File: src/rtl/lap_timer_controller.sv
// Lap timer sequencer: conditions both gate sensors and drives start/stop of the
// shared millisecond timer, then publishes the run result and best time.

module lap_timer_gate #(
  parameter int DEBOUNCE_MS = 5
) (
  input  logic clk_1khz,
  input  logic reset_n,
  input  logic raw_i,
  output logic rise_o
);
  localparam int CW = $clog2(DEBOUNCE_MS + 1);

  logic          s1_q, s2_q, deb_q;
  logic [CW-1:0] cnt_q;
  logic          differ, flip;

  assign differ = s2_q ^ deb_q;
  assign flip   = differ && (cnt_q == CW'(DEBOUNCE_MS - 1));
  // Rise is flagged in the cycle the debounced level flips, so both gates share one latency.
  assign rise_o = flip & s2_q;

  always_ff @(posedge clk_1khz or negedge reset_n) begin
    if (!reset_n) begin
      s1_q  <= 1'b0;
      s2_q  <= 1'b0;
      deb_q <= 1'b0;
      cnt_q <= '0;
    end else begin
      s1_q <= raw_i;
      s2_q <= s1_q;
      if (!differ) begin
        cnt_q <= '0;
      end else if (flip) begin
        cnt_q <= '0;
        deb_q <= s2_q;
      end else begin
        cnt_q <= cnt_q + CW'(1);
      end
    end
  end
endmodule

module lap_timer_controller #(
  parameter int DEBOUNCE_MS = 5,
  parameter int LOCKOUT_MS  = 200,
  parameter int TIMEOUT_MS  = 2000,
  parameter int TIME_W      = 12
) (
  input  logic              clk_1khz,
  input  logic              reset_n,
  input  logic              arm,
  input  logic              abort,
  input  logic              clear_best,
  input  logic              gate_start_raw,
  input  logic              gate_finish_raw,
  output logic              timer_start,
  output logic              timer_stop,
  input  logic [TIME_W-1:0] time_ms,
  input  logic              timing_active,
  output logic [TIME_W-1:0] result_ms,
  output logic              result_valid,
  output logic [TIME_W-1:0] best_ms,
  output logic              best_valid,
  output logic              run_timeout,
  output logic [2:0]        state,
  output logic              busy
);
  localparam int NUM_GATES = 2;
  localparam int LW        = $clog2(LOCKOUT_MS + 1);

  typedef enum logic [2:0] {
    S_IDLE     = 3'd0,
    S_ARMED    = 3'd1,
    S_STARTING = 3'd2,
    S_RUNNING  = 3'd3,
    S_STOPPING = 3'd4,
    S_DONE     = 3'd5
  } state_e;

  typedef enum logic [1:0] {
    C_ABORT   = 2'd0,
    C_FINISH  = 2'd1,
    C_TIMEOUT = 2'd2
  } cause_e;

  logic [NUM_GATES-1:0] raw_vec, rise_vec;
  logic                 start_rise, finish_rise;

  assign raw_vec     = {gate_finish_raw, gate_start_raw};
  assign start_rise  = rise_vec[0];
  assign finish_rise = rise_vec[1];

  for (genvar g = 0; g < NUM_GATES; g++) begin : g_gate
    lap_timer_gate #(.DEBOUNCE_MS(DEBOUNCE_MS)) u_gate (
      .clk_1khz (clk_1khz),
      .reset_n  (reset_n),
      .raw_i    (raw_vec[g]),
      .rise_o   (rise_vec[g])
    );
  end

  state_e            state_q, state_d;
  cause_e            cause_q, cause_d;
  logic [LW-1:0]     lock_q, lock_d;
  logic              tstart_q, tstart_d, tstop_q, tstop_d;
  logic [TIME_W-1:0] result_q, result_d, best_q, best_d;
  logic              rv_q, rv_d, bv_q, bv_d, rto_q, rto_d;

  always_comb begin
    state_d  = state_q;
    cause_d  = cause_q;
    lock_d   = lock_q;
    tstart_d = 1'b0;
    tstop_d  = 1'b0;
    result_d = result_q;
    rv_d     = 1'b0;
    best_d   = best_q;
    bv_d     = bv_q;
    rto_d    = 1'b0;

    if (clear_best && !rv_q) begin
      best_d = '0;
      bv_d   = 1'b0;
    end

    case (state_q)
      S_IDLE: if (arm) state_d = S_ARMED;
      S_ARMED: begin
        if (abort) begin
          state_d = S_IDLE;
        end else if (start_rise) begin
          tstart_d = 1'b1;
          state_d  = S_STARTING;
        end
      end
      S_STARTING: begin
        if (abort) begin
          tstop_d = 1'b1;
          cause_d = C_ABORT;
          state_d = S_STOPPING;
        end else if (timing_active) begin
          lock_d  = '0;
          state_d = S_RUNNING;
        end
      end
      S_RUNNING: begin
        if (lock_q != LW'(LOCKOUT_MS)) lock_d = lock_q + LW'(1);
        if (abort) begin
          tstop_d = 1'b1;
          cause_d = C_ABORT;
          state_d = S_STOPPING;
        end else if (finish_rise && lock_q == LW'(LOCKOUT_MS)) begin
          tstop_d = 1'b1;
          cause_d = C_FINISH;
          state_d = S_STOPPING;
        end else if (time_ms >= TIME_W'(TIMEOUT_MS)) begin
          tstop_d = 1'b1;
          cause_d = C_TIMEOUT;
          state_d = S_STOPPING;
        end
      end
      S_STOPPING: begin
        // time_ms is only final once the timer has dropped timing_active.
        if (!timing_active) begin
          state_d = S_DONE;
          case (cause_q)
            C_FINISH: begin
              result_d = time_ms;
              rv_d     = 1'b1;
              if (!bv_q || time_ms < best_q) begin
                best_d = time_ms;
                bv_d   = 1'b1;
              end
            end
            C_TIMEOUT: rto_d = 1'b1;
            default: ;
          endcase
        end
      end
      S_DONE:  state_d = S_IDLE;
      default: state_d = S_IDLE;
    endcase
  end

  always_ff @(posedge clk_1khz or negedge reset_n) begin
    if (!reset_n) begin
      state_q  <= S_IDLE;
      cause_q  <= C_ABORT;
      lock_q   <= '0;
      tstart_q <= 1'b0;
      tstop_q  <= 1'b0;
      result_q <= '0;
      rv_q     <= 1'b0;
      best_q   <= '0;
      bv_q     <= 1'b0;
      rto_q    <= 1'b0;
    end else begin
      state_q  <= state_d;
      cause_q  <= cause_d;
      lock_q   <= lock_d;
      tstart_q <= tstart_d;
      tstop_q  <= tstop_d;
      result_q <= result_d;
      rv_q     <= rv_d;
      best_q   <= best_d;
      bv_q     <= bv_d;
      rto_q    <= rto_d;
    end
  end

  assign timer_start  = tstart_q;
  assign timer_stop   = tstop_q;
  assign result_ms    = result_q;
  assign result_valid = rv_q;
  assign best_ms      = best_q;
  assign best_valid   = bv_q;
  assign run_timeout  = rto_q;
  assign state        = state_q;
  assign busy         = (state_q != S_IDLE);
endmodule

File: config.mk
export PLATFORM = sky130hd
export DESIGN_NAME = lap_timer_controller
export DESIGN_NICKNAME = d
export VERILOG_FILES = /design/src/rtl/lap_timer_controller.sv
export SDC_FILE = /design/constraint.sdc
export NUM_CORES = 1
export LEC_CHECK = 0
export ABC_AREA = 1
export ABC_CLOCK_PERIOD_IN_PS = 3000
export CAP_MARGIN = 0
export CORE_MARGIN = 2
export CORE_UTILIZATION = 56
export DETAILED_ROUTE_END_ITERATION = 10
export GPL_TIMING_DRIVEN = 0
export PLACE_DENSITY = 0.88
export SYNTH_ARGS = -nofsm -noshare
export SYNTH_HDL_FRONTEND = slang
export SYNTH_SLANG_ARGS = --single-unit
File: constraint.sdc
create_clock -name clk_1khz -period 3 [get_ports clk_1khz]
set_input_delay 0.3 -clock clk_1khz [delete_from_list [all_inputs] [get_ports clk_1khz]]
set_output_delay 0.3 -clock clk_1khz [all_outputs]
set_load 0.05 [all_outputs]
==> Flow_metrics.wiki, run 1 <==
{| class="wikitable"
! Metric !! Value
|-
| Initial antenna violation count || 0
|-
| Met1 Use GR || 34.1%
|-
| Maximum achievable frequency || 486 MHz
|-
| IO Port Bufs || 52
|-
| Number of global-route vias before repair || 2,236
|-
| Number of top-level design ports || 53
|-
| DRT iter0 DRCs || 199
|-
| Syn Nets || 375
|-
| Area of the core region || 4750 um^2
|-
| Clock-pin slew of the registers on the worst-case setup and hold paths || 100 ps
|-
| Detailed placement HPWL || 4530 um
|-
| Routability-driven placement congestion ratio || 0.900
|-
| Count of final setup violators || 0
|-
| CP startpoint kind || flop
|-
| Type of the worst setup path || flop to output pin
|-
| Share of post-route cells with drive strength above 1 || 8.52%
|-
| Type of the tightest min-delay check || flop to flop
|-
| Routing usage on met2 || 38.4%
|-
| Die area || 5560 um^2
|-
| Shortest clock period the worst path allows after layout || 2060 ps
|-
| Number of nets still failing antenna checks after routing || 0
|-
| Arrival time reported for the critical path endpoint || 1760 ps
|-
| Max IR drop VDD || 379 uV
|-
| Number of levels in the clock H-tree || 2
|-
| Fraction of the cycle the final worst path needs || 68.6%
|-
| Floorplan die width || 74.6 um
|-
| Fin Clk Skew || 11.9 ps
|-
| Mean cell area of the mapped netlist || 8.25 um^2
|-
| Cts bufs inserted || 5
|-
| Antenna diodes || 0
|-
| Height of the chip || 74.6 um
|-
| Total of fill cells in the finished design || 357
|-
| Required time at the worst-slack endpoint || 2700 ps
|-
| Slew headroom || 66.1%
|-
| Pwr/cell area || 611 nW/um^2
|-
| Aggregate global-route resource usage || 24.4%
|-
| Largest driver fanout on the critical path || 6
|-
| Wire length of the first global-routing pass || 10,400 um
|-
| Result of the run || finished, final reports clean
|-
| Gate count of the mapped netlist || 338
|-
| Count of unresolved DRC violations after routing || 0
|-
| Count of nets after finishing || 436
|-
| Unrepaired setup endpoints after global routing || no
|-
| Reported leakage power || 1.72 nW
|-
| Number of detailed-route iterations in the first pass || 4
|-
| Final routed wirelength across all metal layers || 6120 um
|-
| Tightest Pin Transition || 507 ps
|-
| Leading register cell type out of synthesis || dfrtp_1
|-
| Clock root buffer || clkbuf_8
|-
| Setup TNS Final || 0 ps
|-
| Area added between synthesis and finish || 26.6%
|-
| Routed WL per cell || 13.1 um
|-
| Met3 capacity usage during global routing || 4.47%
|-
| TritonCTS clock tree || built
|-
| Kind of end point of the critical path || output pin
|-
| Most crowded layer after global routing || met2
|-
| Clock latency of the later-clocked register in the worst-skew pair || 310 ps
|-
| Top library cells by usage in the layout, fill and taps aside || 101 x nand2_1, 54 x dfrtp_1, 51 x clkdlybuf4s50_1
|-
| Std-Cell Rows || 25
|-
| Total power draw || 2.16 mW
|-
| Final Hold Fails || 0
|-
| Sequential-to-total area share from yosys stat || 48.5%
|-
| Yosys Warn Count || 0
|-
| Most frequent standard cell in the layout excluding fill and tap cells || nand2_1
|-
| Combined area of all synthesized cells || 2790 um^2
|-
| Largest net degree at the start of global routing || 40
|-
| Effective utilization at floorplan || 58.7%
|-
| Reg-to-reg setup timing slack || 1150 ps
|-
| Number of synthesized register bits || 54
|-
| Max Cap Viol || 0
|-
| Ratio of routed vias to standard cells || 5.09
|-
| Clock buffer depth || 2
|-
| Final global-route overflow total || 0
|-
| Async S/R FF share, synth || 100%
|-
| Number of distinct library cell variants in the gate-level netlist after synthesis || 31
|-
| Fin. max-slew vios || 0
|-
| Clock Sinks || 54
|-
| Post-synth EDFFs || 0
|-
| Detailed-route via count || 2,373
|}
[logic make-up after synthesis]
family	after synthesis	synth area share (%)
xor+xnor	8	2.51
buf+inv	56	8.25
fa+ha+maj	17	7.63
simple gates	174	27.2
compound gates	28	5.56
mux	1	0.404
flops	54	48.5
[state kept, by name, indices dropped and copies added (netlist names)]
signal               count
timer_stop               1
run_timeout              1
g_gate.u_gate.s2_q       2
g_gate.u_gate.cnt_q      6
timer_start              1
result_valid             1
g_gate.u_gate.s1_q       2
lock_q                   8
g_gate.u_gate.deb_q      2
state                    3
best_valid               1
best_ms                 12
cause_q                  2
result_ms               12
[cells in the mapped netlist (3+ instances only)]
cell,number,area [um^2]
buf_4,3,22.5
a21oi_1,10,50.1
o21ai_0,6,30.0
o21ai_1,5,25.0
nand4_1,3,18.8
ha_1,17,213
xor2_1,4,35.0
xnor2_1,4,35.0
dfrtp_1,54,1350
inv_1,45,169
nand2_2,4,25.0
inv_2,5,18.8
nor2_1,26,97.6
nor3_1,7,35.0
nand2_1,101,379
nand3_1,23,115
[where the power goes]
group	leakage [nW]	total [mW]	switching, mW	internal [mW]
Sequential	0.719	0.929	0.0956	0.833
Clock	0.0573	0.496	0.228	0.267
Combinational	0.948	0.733	0.469	0.264
Total	1.72	2.16	0.793	1.36
[worst paths after layout]
kind	start	to	cells after the start
max	state[0]	busy	3
min	g_gate[1].u_gate.s1_q	g_gate[1].u_gate.s2_q	0
max reg2reg	best_ms[11]	best_ms[10]	13
min reg2reg	g_gate[1].u_gate.s1_q	g_gate[1].u_gate.s2_q	0
max in group asynchronous	reset_n	lock_q[6]	3
min in group asynchronous	reset_n	best_ms[3]	2
[critical path: stages, from the launching register on]
cell and delay [ps]:
dfrtp_1 490, nor2_4 90, nand2_1 80, clkdlybuf4s50_1 790
[per-stage QoR]
stage / util, % / std cells / cell area (um^2) / hold WS (ps) / setup WS, ps
floorplan: - / 338 / 2790 / 4.41 / 1070
global placement: 71.4 / 457 / 3390 / 335 / 66.6
detailed placement: 71.7 / 458 / 3410 / 237 / 797
CTS: 74.3 / 466 / 3530 / 362 / 930
global route: 74.3 / 466 / 3530 / 385 / 848
finish: 74.3 / 466 / 3530 / 363 / 943
[per-layer routing]
metal,wire (um),vias up
li1,-,1178
met1,2710,1117
met2,3020,72
met3,325,6
met4,70,0
met5,0,-
[cell type report]
class | count | area (um^2) | share of cell area, %
plain buffers | 6 | 42.5 | 1.20
repair buffers | 54 | 546 | 15.5
multi-input cells | 228 | 1210 | 34.2
flip-flops and latches | 54 | 1350 | 38.3
clock buffers | 6 | 82.6 | 2.34
well taps | 67 | 83.8 | 2.37
inverters | 50 | 188 | 5.32
clock inverters | 1 | 30.0 | 0.850
[what timing repair did]
item	4_1_cts	5_1_grt
buffers inserted	0	0
resized for setup	0	0
endpoints found under the hold margin	15	0
hold buffers	1	0
Power figures use the tool's default switching activity.
==> inputs of run 2 (changes only) <==
Settings changed: ABC_CLOCK_PERIOD_IN_PS 3000 to 1700, CORE_UTILIZATION 56 to 47, PLACE_DENSITY 0.88 to 0.79.
Clock period 3 ns to 1.7 ns, I/O delays scaled along.
==> run 2 against run 1 <==
Compared with the run above:
- largest cell class is now multi-input gates
- critical path depth grew 10
- largest power group unchanged
- count of clock-buffer cells in the layout did not move
- utilization fell by 6.4 points
- clock power up 110%
- sequential share of layout area decreased by 3.6 points
- the run now ends with setup timing left
==> Flow_metrics.wiki, run 2 (same netlist as run 1, synthesis figures left out) <==
{| class="wikitable"
! Metric !! Value
|-
| Clock buffer depth || 2 (unchanged)
|-
| Area added between synthesis and finish || 41.5%
|-
| Number of nets still failing antenna checks after routing || 0 (unchanged)
|-
| Clock Sinks || 54 (unchanged)
|-
| Launch point of the worst reg-to-reg path || best_ms[11]
|-
| Critical Path Source || best_ms[11]
|-
| Net Sw Frac || 36.1% (-0.66 points)
|-
| Int Power || 2.59 mW (+90%)
|-
| Detailed placement HPWL || 4730 um (+4.5%)
|-
| Type of the tightest min-delay check || input port to flop
|-
| Worst R2R End || best_ms[2]
|-
| Final routed wirelength across all metal layers || 7040 um (+15%)
|-
| Aggregate global-route resource usage || 20.9% (-3.5 points)
|-
| End of the critical path || best_ms[2]
|-
| Max IR drop VDD || 615 uV (+62%)
|-
| Std-Cell Rows || 28 (+12%)
|-
| Arrival time reported for the critical path endpoint || 1980 ps (+220 ps)
|-
| Setup TNS Final || -678 ps (-678 ps)
|-
| IO Port Bufs || 52 (unchanged)
|-
| Routed WL per cell || 14.4 um (+9.8%)
|-
| Clock-pin slew of the registers on the worst-case setup and hold paths || 90 ps (about the same)
|-
| Result of the run || finished with violations
|-
| Detailed-route via count || 2,448 (+3.2%)
|-
| Height of the chip || 81.0 um (+8.7%)
|-
| Total power draw || 4.06 mW (+88%)
|-
| Pre-CTS setup slack || -329 ps (-1130 ps)
|-
| Number of top-level design ports || 53 (unchanged)
|-
| Fraction of the cycle the final worst path needs || 104%
|-
| Unrepaired setup endpoints after global routing || yes
|-
| Largest net degree at the start of global routing || 35 (-13%)
|-
| Most frequent standard cell in the layout excluding fill and tap cells || nand2_1
|-
| Fin Clk Skew || 6.38 ps (-5.54 ps)
|-
| Ordered list of cells on the worst path || inv_2 -> ha_4 -> nand2_4 -> inv_2 -> nand2_1 -> nand2_1 -> a21oi_2 -> nand2_2 -> nand2_4 -> nand2_4 -> buf_6 -> nand2_2 -> nand2_1
|-
| Slew headroom || 65.4% (-0.72 points)
|-
| Count of buffering cells on the critical path with inverters included || 3 (+2)
|-
| TritonCTS clock tree || built
|-
| Tightest Pin Transition || 518 ps (+10.7 ps)
|-
| Largest driver fanout on the critical path || 5 (-1)
|-
| Initial antenna violation count || 0 (unchanged)
|-
| Max Cap Viol || 0 (unchanged)
|-
| Effective utilization at floorplan || 48.0% (-11 points)
|-
| Critical path's slowest cell || dfrtp_2
|-
| Floorplan die width || 81.0 um (+8.7%)
|-
| Number of detailed-route iterations in the first pass || 4 (unchanged)
|-
| Reported leakage power || 2.02 nW (+17%)
|-
| Required time at the worst-slack endpoint || 1910 ps (-790 ps)
|-
| Total of fill cells in the finished design || 453 (+27%)
|-
| Number of global-route vias before repair || 2,359 (+5.5%)
|-
| Wire length of the first global-routing pass || 10,600 um (+2.2%)
|-
| Cts bufs inserted || 5 (unchanged)
|-
| Fin. max-slew vios || 0 (unchanged)
|-
| Logic gate share of total power || 33.4% (-0.6 points)
|-
| Least setup slack across all paths after layout || -74.7 ps (-1020 ps)
|-
| CP startpoint kind || flop
|-
| Share of power burned in the clock network || 26.0% (+3.0 points)
|-
| Max incr delay on CP || 440 ps (-350 ps)
|-
| Die area || 6570 um^2 (+18%)
|-
| Count of final setup violators || 12 (+12)
|-
| Ratio of routed vias to standard cells || 5.02 (-1.5%)
|-
| DRT iter0 DRCs || 177 (-11%)
|-
| Kind of end point of the critical path || flop
|-
| Shortest clock period the worst path allows after layout || 1770 ps
|-
| NetSw || 1.46 mW (+85%)
|-
| Violated checks || setup timing
|-
| Count of unresolved DRC violations after routing || 0 (unchanged)
|-
| Clock latency of the later-clocked register in the worst-skew pair || 310 ps (about the same)
|-
| Maximum achievable frequency || 563 MHz
|-
| Clock root buffer || clkbuf_8
|-
| Top library cells by usage in the layout, fill and taps aside || 75 x nand2_1, 41 x dfrtp_1, 37 x inv_1
|-
| Critical path depth in cells || 13 (+10)
|-
| Count of nets after finishing || 449 (+3.0%)
|-
| Worst reg-to-reg path cell count || 13 (unchanged)
|-
| Gate family responsible for the most delay along the worst path || simple AND/OR/NAND/NOR gates
|-
| Share of post-route cells with drive strength above 1 || 26.4% (+18 points)
|-
| Number of levels in the clock H-tree || 2 (unchanged)
|-
| Sequential group share of total power || 40.6% (-2.4 points)
|-
| Final global-route overflow total || 0 (unchanged)
|-
| Reg-to-reg setup timing slack || -70 ps (-1220 ps)
|-
| Final Hold Fails || 0 (unchanged)
|-
| Area of the core region || 5820 um^2 (+22%)
|-
| Pwr/cell area || 1030 nW/um^2 (+68%)
|-
| Routability-driven placement congestion ratio || 0.864 (-4.0%)
|-
| Type of the worst setup path || flop to flop
|-
| Antenna diodes || 0 (unchanged)
|}
==> run 2: worst min path at each step <==
stage / startpoint / end / slack, ps / cells past startpoint
final: time_ms[10] / result_ms[10] / 210 / 3
after global routing: time_ms[10] / result_ms[10] / 230 / 3
after global placement: g_gate[1].u_gate.s1_q / g_gate[1].u_gate.s2_q / 330 / 0
after detailed placement: reset_n / result_ms[8] / 170 / 1
after CTS: gate_finish_raw / g_gate[1].u_gate.s1_q / 280 / 1
after floorplan: reset_n / best_ms[0] / -130 / 0
==> run 2: final cells by class <==
cell class | count | area (um^2) | share of cell area [%]
buffer | 6 | 56.3 | 1.43
multi-input combinational | 228 | 1410 | 35.7
inverter | 50 | 188 | 4.76
timing repair buffer | 67 | 688 | 17.4
clock inverter | 2 | 60.1 | 1.52
sequential | 54 | 1370 | 34.7
tap | 75 | 93.8 | 2.38
clock buffer | 6 | 82.6 | 2.09
==> run 2: stage by stage <==
stage | cell area [um^2] | instances | util, % | hold WS [ps]
after floorplan | 2900 | 338 | - | -126
after global placement | 3510 | 465 | 60.4 | 334
after detailed placement | 3530 | 466 | 60.6 | 167
after CTS | 3730 | 479 | 64.1 | 281
after global routing | 3950 | 488 | 67.9 | 227
final | 3950 | 488 | 67.9 | 210
==> run 2: what timing repair did <==
| item | 4_1_cts | 5_1_grt |
|---|---|---|
| setup endpoints to repair | 15 | 35 |
| cloned | 1 | 1 |
| gates resized for setup | 13 | 53 |
| setup buffers | 3 | 8 |
| pin swaps | 1 | 11 |
| hold endpoints to repair | 20 | 0 |
| hold buffers | 1 | 0 |
==> run 2: power groups by stage <==
stage,Combinational [mW],Sequential (mW),Clock [mW]
floorplan,0.718,1.83,0
global placement,1.25,1.65,0
detailed placement,1.30,1.66,0
CTS,1.28,1.64,1.08
global route,1.49,1.68,1.12
finish,1.35,1.65,1.06
==> run 2: per-layer routing <==
metal	wire length, um	track usage [%]	up-vias
met4	130	5.93	0
met3	270	3.44	13
li1	-	-	1209
met5	0	0	-
met2	3670	35.9	65
met1	2970	27.3	1161
==> run 2: tightest hold or removal path, delay by kind of cell <==
| family | cells | cell delay [ps] |
|---|---|---|
| buffers and inverters | 1 | 190 |
| and+or+nand+nor | 2 | 140 |
